===== config.mk =====
export PLATFORM = sky130hd
export DESIGN_NAME = inport
export DESIGN_NICKNAME = d
export VERILOG_FILES = /design/src/rtl/inport.sv
export SDC_FILE = /design/constraint.sdc
export NUM_CORES = 1
export LEC_CHECK = 0
export ABC_AREA = 0
export BUFFER_PORTS_ARGS = -buffer_cell sky130_fd_sc_hd__buf_2
export CORE_MARGIN = 2
export CORE_UTILIZATION = 55
export DETAILED_ROUTE_END_ITERATION = 7
export PLACE_DENSITY = 0.86
export SYNTH_ARGS = -nofsm -noshare
export SYNTH_HDL_FRONTEND = slang
export SYNTH_SLANG_ARGS = --single-unit
export TNS_END_PERCENT = 20

===== constraint.sdc =====
create_clock -name clka -period 3.35 [get_ports clka]
set_input_delay 0.1675 -clock clka [delete_from_list [all_inputs] [get_ports clka]]
set_output_delay 0.1675 -clock clka [all_outputs]
set_load 0.01 [all_outputs]

===== src/rtl/inport.sv =====
// Link-layer input port: recovers flits from an upstream toggle pair, buffers them in a
// FIFO of DEPTH entries, and returns one credit toggle per flit consumed downstream.
module inport #(
   parameter int DEPTH = 4
) (
   input  logic        clka,
   input  logic        rsta,
   input  logic [1:0]  diff_pair_din,
   input  logic [47:0] channel_din,
   output logic        valid_dout,
   output logic [47:0] flit_dout,
   input  logic        ack_din,
   output logic [1:0]  credit_dout,
   output logic        overflow_dout,
   output logic        pair_error_dout
);

   localparam int PTR_W = $clog2(DEPTH);
   localparam int CNT_W = PTR_W + 1;
   localparam logic [CNT_W-1:0] FULL_CNT = CNT_W'(DEPTH);

   if ((DEPTH < 2) || ((DEPTH & (DEPTH - 1)) != 0)) begin : g_bad_depth
      $error("inport: DEPTH must be a power of two and at least 2");
   end

   typedef enum logic {
      RUN  = 1'b0,
      HALT = 1'b1
   } state_t;

   state_t             state_q, state_d;
   logic [1:0]         pair_q, pair_d;
   logic [PTR_W-1:0]   wr_ptr_q, wr_ptr_d;
   logic [PTR_W-1:0]   rd_ptr_q, rd_ptr_d;
   logic [CNT_W-1:0]   count_q, count_d;
   logic [1:0]         credit_q, credit_d;
   logic               overflow_q, overflow_d;
   logic               pair_error_q, pair_error_d;
   logic [47:0]        mem_q [DEPTH];

   logic pair_ok;
   logic arrival;
   logic pair_bad;
   logic pop;
   logic full;
   logic push;
   logic drop;

   assign pair_ok = diff_pair_din[1] != diff_pair_din[0];

   // Pair tracker: an arrival is one inversion of the p/n pair relative to the last valid value.
   // NOTE: every signal gets a default before the case so no path leaves it unassigned (no latch).
   always_comb begin
      state_d  = state_q;
      pair_d   = pair_q;
      arrival  = 1'b0;
      pair_bad = 1'b0;
      case (state_q)
         RUN: begin
            if (!pair_ok) begin
               state_d  = HALT;
               pair_bad = 1'b1;
            end else begin
               arrival = diff_pair_din[1] != pair_q[1];
               pair_d  = diff_pair_din;
            end
         end
         HALT: begin
            // Resync on the first valid pair without emitting a flit.
            if (pair_ok) begin
               state_d = RUN;
               pair_d  = diff_pair_din;
            end
         end
         default: state_d = RUN;
      endcase
   end

   // A full buffer still accepts an arrival when the head leaves on the same edge.
   assign pop  = valid_dout & ack_din;
   assign full = count_q == FULL_CNT;
   assign push = arrival & (~full | pop);
   assign drop = arrival & full & ~pop;

   always_comb begin
      wr_ptr_d     = push ? wr_ptr_q + PTR_W'(1) : wr_ptr_q;
      rd_ptr_d     = pop  ? rd_ptr_q + PTR_W'(1) : rd_ptr_q;
      credit_d     = pop  ? ~credit_q : credit_q;
      overflow_d   = overflow_q | drop;
      pair_error_d = pair_error_q | pair_bad;
      case ({push, pop})
         2'b10:   count_d = count_q + CNT_W'(1);
         2'b01:   count_d = count_q - CNT_W'(1);
         default: count_d = count_q;
      endcase
   end

   // NOTE: state registers use non-blocking assignments so every register samples pre-edge values.
   always_ff @(posedge clka) begin
      if (rsta) begin
         state_q      <= RUN;
         pair_q       <= 2'b01;
         wr_ptr_q     <= '0;
         rd_ptr_q     <= '0;
         count_q      <= '0;
         credit_q     <= 2'b01;
         overflow_q   <= 1'b0;
         pair_error_q <= 1'b0;
      end else begin
         state_q      <= state_d;
         pair_q       <= pair_d;
         wr_ptr_q     <= wr_ptr_d;
         rd_ptr_q     <= rd_ptr_d;
         count_q      <= count_d;
         credit_q     <= credit_d;
         overflow_q   <= overflow_d;
         pair_error_q <= pair_error_d;
      end
   end

   // NOTE: the flit storage has no reset; count and pointers alone decide which entries are live.
   always_ff @(posedge clka) begin
      if (!rsta && push) begin
         mem_q[wr_ptr_q] <= channel_din;
      end
   end

   assign valid_dout      = count_q != '0;
   assign flit_dout       = mem_q[rd_ptr_q];
   assign credit_dout     = credit_q;
   assign overflow_dout   = overflow_q;
   assign pair_error_dout = pair_error_q;

endmodule


==> impl_metrics.tcl, run 1 <==
set metrics [dict create \
    outcome "finished clean" \
    routed_wl_um 14860 \
    startpoint_type "flip-flop" \
    grt_max_degree 49 \
    endpoint_kind "output port" \
    slew_viol_final 0 \
    synth_seq_area_share_pct 79.55 \
    antenna_found_initial 1 \
    yosysWarnings 0 \
    nets 555 \
    timing.rr.start "pair_q[1]$_SDFFE_PP0N_" \
    yosys.area.top_type "edfxtp_1" \
    p_leak_nw 3.235 \
    synth_compound_area_share_pct 0.9025 \
    vias 3892 \
    gr-total-overflow 0 \
    grt_pass1_vias 4078 \
    hold_path.class "input port to flip-flop" \
    drt-pass1-iter-count 5 \
    synthesis.area_um2 7625 \
    synthCells 327 \
    hold_start "diff_pair_din[0]" \
    detail_route.wl_per_cell_um 21.47 \
    core_area_um2 13720 \
    rsz0062_at_grt "false" \
    path_clk_slew_ps 60 \
    finalCritPeriodShare_pct 73.99 \
    clk_latency_ps 480 \
    synth_top_area_share_pct 75.62 \
    fin_util_pct 69.53 \
    final_cells 692 \
    cp_cell_sequence "mux4_2 > buf_2" \
    power_mw 5.948 \
    synthDistinctLibCells 31 \
    cp.required_ps 3180 \
    post_cts_buffers 0 \
    synthAdderAreaFrac_pct 0.9189 \
    peakVddDrop_v 0.0004289 \
    cap_viol_max_count 0 \
    drt-vias-per-instance 5.624 \
    cp_slowest_stage_delay_ps 970 \
    root_buffer "clkbuf_16" \
    cts_buffer_depth 3 \
    cts.repair.resized 0 \
    place_congestion 0.7402 \
    setup_violations 0 \
    port_buffers 105 \
    worst_pin_slew_ps 961.2 \
    dp_hpwl_um 8091 \
    synth_top_family_by_area "multiplexers" \
    path_class "flip-flop to output port" \
    hold_viol 0 \
    cp_max_fo 48 \
    cp_data_arrival_time_ps 2310 \
    drive_gt1_share_pct 38.36 \
    final.setup.worst_slack_ps 871.2 \
    placed_cell_area_um2 8422 \
    drc 0 \
    synth_simple_gate_area_share_pct 2.215 \
    fin_crit_ps 2479 \
    synth_area_per_cell_um2 23.32 \
    n_fill_cell 821 \
    netlist_top_cells_area "edfxtp_1 76%, mux4_2 14%, dfxtp_1 3.9%, nor2_1 0.69%, ha_1 0.66%" \
    cts_made_buffers 21 \
    htreeDepth 1 \
    dpl.cell_count 605 \
    grt-busiest-layer "met2" \
    grt_pass1_wl_um 22830 \
    die_y_um 121.7 \
    met3_usage_pct 3.464 \
    cp_slowest_cell "dfxtp_4" \
    grt.total_usage_pct 20.57 \
    synth_xor_area_share_pct 0.6892 \
    die_w_um 121.7 \
    fmax_mhz 403.4 \
    crit_family "flip-flops" \
    area_growth_syn_to_layout_pct 25.11 \
    ys_ff_latch 207 \
    use_met1_pct 27.66 \
    start_util_pct 55.58 \
    rows 43 \
    hold_ws_ps 18.34 \
    worst-path-buf-inv 1 \
    drt_iter0_markers 360 \
    skew_ps 6.110 \
    muxShareOfSynthArea_pct 14.75 \
    dieArea_um2 14820 \
    ant_nets 0 \
    fin_setup_tns_ps 0 \
    dpl_worst_slack_ps 968.7 \
    power_density_nw_per_um2 623.6 \
    fin_area_um2 9539 \
    slew_headroom_pct 35.92 \
    grtUsageMet2_pct 34.50 \
    cts_tree "done" \
    cts.sinks 207 \
    syn-num-nets 385 \
    io_pins 106 \
]
cell families after synthesis:
family / count (synthesis)
buf+inv: 18
compound gates: 8
mux: 52
simple gates: 31
flops: 207
xor+xnor: 6
fa+ha+maj: 5
where the power goes:
part | switching (mW) | total [mW] | internal (mW)
logic | 0.358 | 0.793 | 0.435
clock network | 0.889 | 2.13 | 1.24
registers | 0.120 | 3.03 | 2.91
total | 1.37 | 5.95 | 4.58
sequential cells by signal (all words and copies together), names as in the netlist, named ones only:
name / cells
pair_error_dout: 1
count_q: 3
credit_dout: 2
pair_q: 1
wr_ptr_q: 2
rd_ptr_q: 2
overflow_dout: 1
state_q: 1
mem_q: 192
path summary, 6_finish.rpt:
check                             endpoint  slack, ps  cells after the start
hold / removal          state_q$_SDFF_PP0_         20                      3
setup reg to reg     mem_q[2][0]$_DFFE_PP_        950                      5
hold reg to reg   overflow_dout$_SDFF_PP0_        470                      2
setup / recovery             flit_dout[12]        870                      2
synthesized netlist by cell type, drive strengths merged:
cell type	count
fa	1
nor2	14
xor2	2
dfxtp	15
o31a	1
buf	8
nor2b	2
or4b	1
nand2	4
xnor2	4
nor4b	1
nand2b	2
ha	4
inv	6
o21ai	1
mux4	48
and2	4
mux2	3
a21oi	4
edfxtp	192
clkbuf	4
a22oi	1
and3	1
or3	1
nand4bb	1
o31ai	1
mux2i	1
worst min-delay path: cells and delay by family:
family	cells	cell delay [ps]
AND/OR/NAND/NOR	1	80
buffers and inverters	1	120
XOR/XNOR	1	90
per-layer routing:
layer	up-vias	wire, um	part of all wire (%)
met5	-	0	0
met4	0	385	2.6
met3	30	892	6.0
met2	159	7710	52
met1	2010	5867	39
li1	1693	-	-
area by class of cell:
cell class                      count  area [um2]  share of cell area (%)
Inverter                            6       22.52                  0.2361
Multi-Input combinational cell    102        1490                   15.62
Antenna cell                        1       2.502                 0.02623
Clock buffer                       29       555.5                   5.824
Sequential cell                   207        6071                   63.64
Tap cell                          180       225.2                   2.361
Clock inverter                      8       68.82                  0.7214
Timing Repair Buffer              159        1104                   11.57
timing repair:
action / in CTS / in global routing
endpoints found under the setup margin: 0 / 0
hold endpoints to repair: 194 / 0
hold buffers: 49 / 0
cell usage in the layout, fill, tap and decap left out, types with 2 or more instances in the layout:
cell,count
edfxtp_1,192
buf_2,105
dlygate4sd3_1,49
mux4_2,48
clkbuf_16,21
nor2_1,14
dfxtp_1,13
clkbuf_1,8
inv_1,5
and2_2,4
xnor2_1,4
nand2_1,4
ha_1,4
buf_12,4
mux2_1,3
clkinv_1,3
nor2b_1,2
nand2b_1,2
xor2_1,2
a21oi_1,2
clkinv_2,2
Power figures use the tool's default switching activity.
==> run 2, diff against run 1 <==
==> constraint.sdc (replaced) <==
create_clock -name clka -period 2.55 [get_ports clka]
set_input_delay 0.1275 -clock clka [delete_from_list [all_inputs] [get_ports clka]]
set_output_delay 0.1275 -clock clka [all_outputs]
set_load 0.01 [all_outputs]
==> impl_metrics.tcl, run 2 (same netlist as run 1, synthesis figures left out) <==
set metrics [dict create \
    outcome "finished clean" \
    cts_tree "done" \
    power_mw 8.138 \
    grt_pass1_wl_um 21780 \
    io_pins 106 \
    regMostFlops "mem_q" \
    path_class "flip-flop to output port" \
    fmax_mhz 440.2 \
    antenna_found_initial 2 \
    port_buffers 105 \
    drc 0 \
    intPower_mw 6.327 \
    combPwrFrac_pct 13.8 \
    grt.total_usage_pct 19.63 \
    grt_pass1_vias 4042 \
    cp_data_arrival_time_ps 2140 \
    cts.repair.resized 0 \
    die_w_um 121.7 \
    seq_power_share_pct 48.2 \
    fin_util_pct 70.44 \
    slew_headroom_pct 53.68 \
    detail_route.wl_per_cell_um 20.90 \
    startpoint_type "flip-flop" \
    cp.required_ps 2420 \
    hold_path.class "input port to flip-flop" \
    fin_setup_tns_ps 0 \
    ant_nets 0 \
    cp_max_fo 22 \
    worst_pin_slew_ps 685.1 \
    gr-total-overflow 0 \
    drive_gt1_share_pct 39.38 \
    path_clk_slew_ps 60 \
    vias 3825 \
    area_growth_syn_to_layout_pct 26.75 \
    clk_latency_ps 480 \
    root_buffer "clkbuf_16" \
    slew_viol_final 0 \
    p_leak_nw 3.288 \
    htreeDepth 1 \
    core_area_um2 13720 \
    cap_viol_max_count 0 \
    p_clk_share_pct 38.0 \
    post_cts_buffers 0 \
    place_congestion 0.7802 \
    fin_crit_ps 2272 \
    peakVddDrop_v 0.0004732 \
    start_util_pct 55.58 \
    nets 558 \
    power_density_nw_per_um2 842.1 \
    final_cells 694 \
    die_y_um 121.7 \
    dpl.cell_count 607 \
    drt-vias-per-instance 5.512 \
    cts_buffer_depth 3 \
    skew_ps 14.57 \
    endpoint_kind "output port" \
    dp_hpwl_um 8113 \
    cts_made_buffers 21 \
    hold_viol 0 \
    drt-pass1-iter-count 4 \
    setup_violations 0 \
    p_sw_mw 1.811 \
    finalCritPeriodShare_pct 89.09 \
    grt_max_degree 49 \
    switching_share_pct 22.25 \
    final_common_cell "edfxtp_1" \
    drt_iter0_markers 315 \
    largest_registers "mem_q x192, count_q x3" \
    mostFrequentLayoutCells "192 x edfxtp_1, 105 x buf_2, 50 x dlygate4sd3_1" \
    cts.sinks 207 \
    routed_wl_um 14510 \
    dieArea_um2 14820 \
    largest_reg_flops 192 \
    rsz0062_at_grt "false" \
    rows 43 \
]
[run 2: final timing paths]
| path | from | endpoint | slack (ps) | cells after the start |
|---|---|---|---|---|
| worst min-delay path | diff_pair_din[1] | pair_q[1]$_SDFFE_PP0N_ | 10 | 3 |
| worst max register to register | pair_q[1]$_SDFFE_PP0N_ | mem_q[0][9]$_DFFE_PP_ | 340 | 5 |
| worst max-delay path | flip-flop | flit_dout[20] | 280 | 3 |
| worst min register to register | state_q$_SDFF_PP0_ | pair_error_dout$_SDFF_PP0_ | 470 | 1 |
[run 2: final cells by class]
class | count | area (um2)
tap | 180 | 225.2
clock inverter | 11 | 158.9
multi-input combinational | 102 | 1490
clock buffer | 25 | 540.5
fill | 797 | 4055
timing repair buffer | 162 | 1154
sequential | 207 | 6071
antenna | 1 | 2.502
inverter | 6 | 22.52
[run 2: power groups by stage]
stage / Sequential (mW) / Clock [mW] / Combinational [mW]
2_1_floorplan: 3.93 / 0 / 0.724
3_3_place_gp: 3.99 / 0 / 1.03
3_5_place_dp: 4.00 / 0 / 1.05
4_1_cts: 3.93 / 3.15 / 1.13
5_1_grt: 3.95 / 3.27 / 1.22
6_report: 3.93 / 3.09 / 1.12
[run 2: stage by stage]
step	instance area (um2)	worst slack, ps	hold WS (ps)
after floorplan	7626	-332.3	226.4
after global placement	8462	396.9	338.4
after detailed placement	8462	352.8	342.9
after CTS	9662	208.4	3.627
after global routing	9664	116.1	33.45
final	9664	278.1	14.03
[run 2: worst max-delay path, cell delays in order (launching register included)]
cell and delay [ps]:
dfxtp_4 620, buf_4 330, mux4_2 550, buf_2 160
[run 2: timing repair]
item	4_1_cts	5_1_grt
setup endpoints to repair	0	0
endpoints found under the hold margin	193	0
hold buffers	50	0
[run 2: metal layers]
layer	share of wire, %	up-vias	routed length, um	track usage (%)
li1	-	1698	-	-
met1	38	1952	5442	25.10
met2	53	145	7668	33.94
met3	6.9	28	1007	4.260
met4	2.6	2	372	6.178
met5	0.090	-	13	0
